**src/rtl/fma_issue_ctrl.sv**
```systemverilog
// ============================================================================
// Module   : fma_issue_ctrl
// Purpose  : Issue/collect stage around the combinational fpfma datapath.
//            Accepts one FMA operation over a valid/ready handshake and
//            registers the operands onto the fpfma inputs. It holds them for
//            SETTLE_CYCLES cycles, then captures fpfma's result into an output
//            register. The result is offered downstream over a second
//            valid/ready handshake.
//
// Ports    : clk, rst                   clock, synchronous active-high reset
//            in_valid/in_ready          operation handshake
//            in_a, in_b, in_c, in_rnd   operands and rounding mode
//            in_op                      (FMA_OP_SUB_EN only) 0: A*B+C, 1: A*B-C
//            fma_a/b/c, fma_rnd         registered operands to fpfma
//            fma_result                 combinational result from fpfma
//            out_valid/out_ready        result handshake
//            out_result                 registered result
//            busy                       high whenever not IDLE
//            done_count                 results consumed, wraps silently
//
// Options  : `define FMA_OP_SUB_EN to add the in_op port (subtract addend).
//
// Revision : 1.0  initial release
// ============================================================================
`default_nettype none

module fma_issue_ctrl #(
   parameter int WIDTH         = 32,
   parameter int SETTLE_CYCLES = 2,
   parameter int CNT_WIDTH     = 16
) (
   input  logic                 clk,
   input  logic                 rst,
   input  logic                 in_valid,
   output logic                 in_ready,
   input  logic [WIDTH-1:0]     in_a,
   input  logic [WIDTH-1:0]     in_b,
   input  logic [WIDTH-1:0]     in_c,
   input  logic [1:0]           in_rnd,
`ifdef FMA_OP_SUB_EN
   input  logic                 in_op,
`endif
   output logic [WIDTH-1:0]     fma_a,
   output logic [WIDTH-1:0]     fma_b,
   output logic [WIDTH-1:0]     fma_c,
   output logic [1:0]           fma_rnd,
   input  logic [WIDTH-1:0]     fma_result,
   output logic                 out_valid,
   input  logic                 out_ready,
   output logic [WIDTH-1:0]     out_result,
   output logic                 busy,
   output logic [CNT_WIDTH-1:0] done_count
);

   // Settle counter only needs to hold SETTLE_CYCLES-1; keep at least 1 bit.
   localparam int CTR_W = (SETTLE_CYCLES > 1) ? $clog2(SETTLE_CYCLES) : 1;
   localparam logic [CTR_W-1:0] CTR_LOAD = CTR_W'(SETTLE_CYCLES - 1);

   typedef enum logic [1:0] {
      IDLE = 2'd0,
      EXEC = 2'd1,
      DONE = 2'd2
   } state_t;

   state_t           state;
   logic [CTR_W-1:0] settle_cnt;
   logic             accept;
   logic [WIDTH-1:0] c_load;

   // A new operation may enter while the previous result is being consumed.
   assign in_ready = !rst && ((state == IDLE) || ((state == DONE) && out_ready));
   assign accept   = in_valid && in_ready;
   assign busy     = (state != IDLE);

`ifdef FMA_OP_SUB_EN
   // Subtraction is done by flipping the addend's sign bit before fpfma.
   assign c_load = in_op ? {~in_c[WIDTH-1], in_c[WIDTH-2:0]} : in_c;
`else
   assign c_load = in_c;
`endif

   always_ff @(posedge clk) begin
      if (rst) begin
         state      <= IDLE;
         settle_cnt <= '0;
         fma_a      <= '0;
         fma_b      <= '0;
         fma_c      <= '0;
         fma_rnd    <= '0;
         out_result <= '0;
         out_valid  <= 1'b0;
         done_count <= '0;
      end else begin
         // Operands change only on accept, so fpfma inputs are stable
         // throughout EXEC and DONE.
         if (accept) begin
            fma_a      <= in_a;
            fma_b      <= in_b;
            fma_c      <= c_load;
            fma_rnd    <= in_rnd;
            settle_cnt <= CTR_LOAD;
         end

         case (state)
            IDLE: begin
               if (accept) begin
                  state <= EXEC;
               end
            end
            EXEC: begin
               if (settle_cnt != '0) begin
                  settle_cnt <= settle_cnt - 1'b1;
               end else begin
                  out_result <= fma_result;
                  out_valid  <= 1'b1;
                  state      <= DONE;
               end
            end
            DONE: begin
               if (out_ready) begin
                  done_count <= done_count + 1'b1;
                  out_valid  <= 1'b0;
                  // in_ready is necessarily high here, so in_valid implies accept.
                  state      <= accept ? EXEC : IDLE;
               end
            end
            default: begin
               state     <= IDLE;
               out_valid <= 1'b0;
            end
         endcase
      end
   end

endmodule

`default_nettype wire

```
**config.mk**
```make
export PLATFORM = sky130hd
export DESIGN_NAME = fma_issue_ctrl
export DESIGN_NICKNAME = d
export VERILOG_FILES = /design/src/rtl/fma_issue_ctrl.sv
export SDC_FILE = /design/constraint.sdc
export NUM_CORES = 1
export LEC_CHECK = 0
export BUFFER_PORTS_ARGS = -buffer_cell sky130_fd_sc_hd__buf_4
export CAP_MARGIN = 0
export CORE_MARGIN = 3
export CORE_UTILIZATION = 45
export DETAILED_ROUTE_END_ITERATION = 12
export PLACE_DENSITY = 0.76
export SETUP_SLACK_MARGIN = 0.4
export SLEW_MARGIN = 20
export SYNTH_ARGS = -nofsm -noshare
export SYNTH_HDL_FRONTEND = slang
export SYNTH_SLANG_ARGS = --single-unit
```
**constraint.sdc**
```tcl
create_clock -name clk -period 3.7 [get_ports clk]
set_input_delay 0.37 -clock clk [delete_from_list [all_inputs] [get_ports clk]]
set_output_delay 0.37 -clock clk [all_outputs]
set_load 0.1 [all_outputs]
```
Yosys cells after proc, flatten, opt, wreduce, memory -nomap -nowiden. Index checks and enable logic that the tools add are counted.

Flip-flop bits (word level): 150. Bits in latches: 0. RAM bits: 0. Memory bits (read-only): 0. Input port bits: 134. Logic and storage cells: 40. Memories kept: 0.

Add/subtract/negate cells: 2. Multiply operators: 0. Divide/modulo/power cells: 0. Magnitude comparators: 0. Equal/unequal tests: 5. Shift-type cells: 0. Multiplexer cells: 11. Bitwise gates (word level): 2. Reductions and logical operators: 11.

Operators by type and width (number): 16-bit by 1-bit adder with 16-bit output (second input constant) (1); 1-bit two-way mux (6); 2-bit two-way mux (3); 2-bit != test (second input constant) (3); 2-bit one-hot mux with 3 select lines (1); 3-bit AND reduction (2); 2-bit AND reduction (2); 1-bit logical AND (3); 1-bit one-hot mux with 3 select lines (1); 2-bit by 1-bit == test with 1-bit output (second input constant) (1); 2-bit == test (second input constant) (1); 2-bit zero test (1); 1-bit inverter (2); 2-bit nonzero test (1); 1-bit zero test (1); 1-bit logical OR (1); 1-bit subtractor (second input constant) (1).

Logic depth before layout (Yosys ltp).
Word-level depth: 8. Mapped depth: 7. Depth with buffers taken out: 5.

Least setup slack after synthesis. Ideal clock, no wire load.

Kind: input-to-output. Start point: in rst. End point: out in_ready. Arrival: 3385 ps. Required time: 3330 ps. Setup slack: -55 ps. Stages: 5. Buffers on the path: 4. Cells stage by stage: clkbuf_1 -> clkbuf_1 -> clkbuf_1 -> clkbuf_1 -> a211oi_1.

Cells in the longest elaborated chain, start to end: 2.

Ends and longest elaborated chain: start, declared (RTL line 33) `input logic rst,`; 1-bit zero test (RTL line 71) `assign in_ready = !rst && ((state == IDLE) || ((state == DONE) && out_ready));`; 1-bit logical AND (RTL line 71); end, declared (RTL line 35) `output logic in_ready,`.

No other way between the ends.

Worst setup path after layout.
Start point: reg state[1]. End point: reg done_count[15].

Cells in the longest elaborated chain, start to end: 2.

Ends and longest elaborated chain: start, declared (RTL line 65) `state_t state;`; start signal, assigned (RTL line 124) `state <= accept ? EXEC : IDLE;`; 2-bit == test (RTL line 104) `case (state)`; 2-bit AND reduction (no line); end signal, assigned (RTL line 121) `done_count <= done_count + 1'b1;`; end, declared (RTL line 52) `output logic [CNT_WIDTH-1:0] done_count`.

No other way between the ends. A chain may end at the register's enable or synchronous reset.

==> impl_metrics.ini <==
[cts]
holdBufCountCts = 0
clock_sinks = 150
cts_setup_buffers = 0
clkTransAtPathRegs_ps = 60
cts_repair_resize_count = 0
clkLatencyLatePin_ps = 420
cts_buffers = 17
cts-root-buf = clkbuf_16
cts_buffer_depth = 2
h-tree-depth = 4
cts_tree = built

[power_and_ir_drop]
ir_drop_mv = 0.394
powerDensity_nw_per_um2 = 571
p_leak_nw = 3.68

[logic_synthesis]
syn_inst = 671
synth_edf_count = 0
yosysSeqAreaShare = 0.535
syn_avg_cell_area_um2 = 8.36
yosysTopAreaCell = dfxtp_1
yosys-top-cells-area = dfxtp_1, nand2_1, nand2b_1, o21ai_0, a21oi_1
yosysWarnings = 0
synthesis.nets = 806
async_reset_ff_frac = 0
synth.most_common_cell = nand2_1
synth_flop_cell = dfxtp_1
synth_cell_types = 35
synth_area_um2 = 5610
synth_common_cells = nand2_1, dfxtp_1, o21ai_0
synth_top_area_share = 0.535
synth_seq_cells = 150

[route]
routed_via_density = 4.78
dr.pass1.iters = 4
vias = 5310
dr.first_iter.drc_count = 359
wl_per_cell_um = 14.5
drt-total-wl_um = 16100
drc = 0
ant_nets = 0

[final_layout]
diodes = 0
layout.nets = 1065
drive_above_1_share = 0.347
nFillCells = 983
final_core_util = 0.698
fin_cells = 1111
regArea_um2 = 3000
multi_input_area_um2 = 2390
syn_to_final_growth_pct = 50.8

[die]
dieHeight_um = 118
die_area_um2 = 13800
die_w_um = 118
coreArea_um2 = 12100
std_cell_rows = 40
initial_core_util = 0.463
num_io_pins = 283

[timing]
drv_slew = 0
setup_slack_ps = 1700
setup_tns_ps = 0
setup_viol = 0
slew_headroom = 0.295
period_share = 0.541
hold_slack_ps = 145
clock.fmax_mhz = 499
rsz0062_at_grt = no
tightest_slew_ps = 1060
period_needed_ps = 2000
hold_viol = 0
fin_skew_ps = 5.15

[worst_setup_path]
crit_path_max_fanout = 7
critPathKind = flop to flop
end_kind = flop
crit_arrival_ps = 2310
worstPathRequired_ps = 4000
start_kind = flop

[grt]
grt_pass1_wl_um = 25600
grt_pass1_vias = 5126
grt.total_usage = 0.228
grt_max_degree = 123
grt_overflow = 0
antenna_found_initial = 0

[run]
max_cap_viol_count = 0

[placed_design]
finalWeightedCongestion = 0.823
io_buffers = 282
dpl.cell_count = 1078
dp_hpwl_um = 11700
dp_slack_ps = 1560

[outcome]
status = complete, no violations

[min_path]
hp-class = primary input to flop
==> layer usage <==
metal  global-route usage  vias up  wire, um
met5                    0        -         0
met4               0.0813        0       354
met3                0.116       25      1710
met2                0.388      214      7910
met1                0.244     2379      6100
li1                     -     2692         -
==> final timing paths <==
kind | startpoint | to | slack [ps] | cells past startpoint
worst max-delay path | state[1] | done_count[15] | 1700 | 4
worst min-delay path | in_c[14] | fma_c[14] | 150 | 3
worst max register to register | state[1] | done_count[15] | 1700 | 4
worst min register to register | out_result[27] | out_result[27] | 450 | 2
==> critical path, stage by stage, from the launching register on <==
cell and delay (ps):
dfxtp_1 530, nand4b_4 190, nor4_2 550, nor3b_1 270, mux2_2 350
==> power by group <==
part	total [W]	switching, W	leakage (nW)	internal [W]
Clock	0.00189	0.000640	0.326	0.00125
Sequential	0.00177	0.0000582	1.23	0.00172
Combinational	0.00116	0.000890	2.12	0.000275
Total	0.00483	0.00159	3.68	0.00324
==> cell type report <==
class                      instances  share of cell area
sequential                       150               0.355
multi-input combinational        468               0.283
timing repair buffer             286               0.256
clock buffer                      25              0.0621
tap                              168              0.0249
clock inverter                     7              0.0163
inverter                           7             0.00311
==> registers in the layout, indices dropped and copies added (netlist names) <==
register / count
done_count: 16
fma_a: 32
fma_b: 32
fma_c: 32
fma_rnd: 2
out_result: 32
out_valid: 1
settle_cnt: 1
state: 2
==> logic make-up after synthesis <==
group                      share of synthesized area
adders and majority gates                    0.00223
xor gates and xnor gates                      0.0109
AOI/OAI and AO/OA                              0.137
buffers and inverters                         0.0393
muxes                                        0.00781
and+or+nand+nor                                0.268
DFF                                            0.535
==> metrics by stage <==
step / instance area (um^2) / power, W
final: 8460 / 0.00483
after global routing: 8460 / 0.00499
after CTS: 8450 / 0.00486
after detailed placement: 7780 / 0.00297
after global placement: 7780 / 0.00296
after floorplan: 5610 / 0.00266
==> cells in the final DEF, fill, tap and decap left out, types with 2 or more instances in the layout <==
cell type	n
buf_4	284
nand2_1	168
dfxtp_1	150
o21ai_0	104
nand2b_1	98
a21oi_1	39
clkbuf_16	17
nor2_1	14
clkbuf_8	7
inv_1	6
nand3_1	6
or3_1	6
nor2b_1	4
xor2_1	4
bufinv_16	4
mux2_2	3
xnor2_1	3
and3_1	2
nor3_1	2
clkinv_2	2
(Power assumes the default switching activity.)
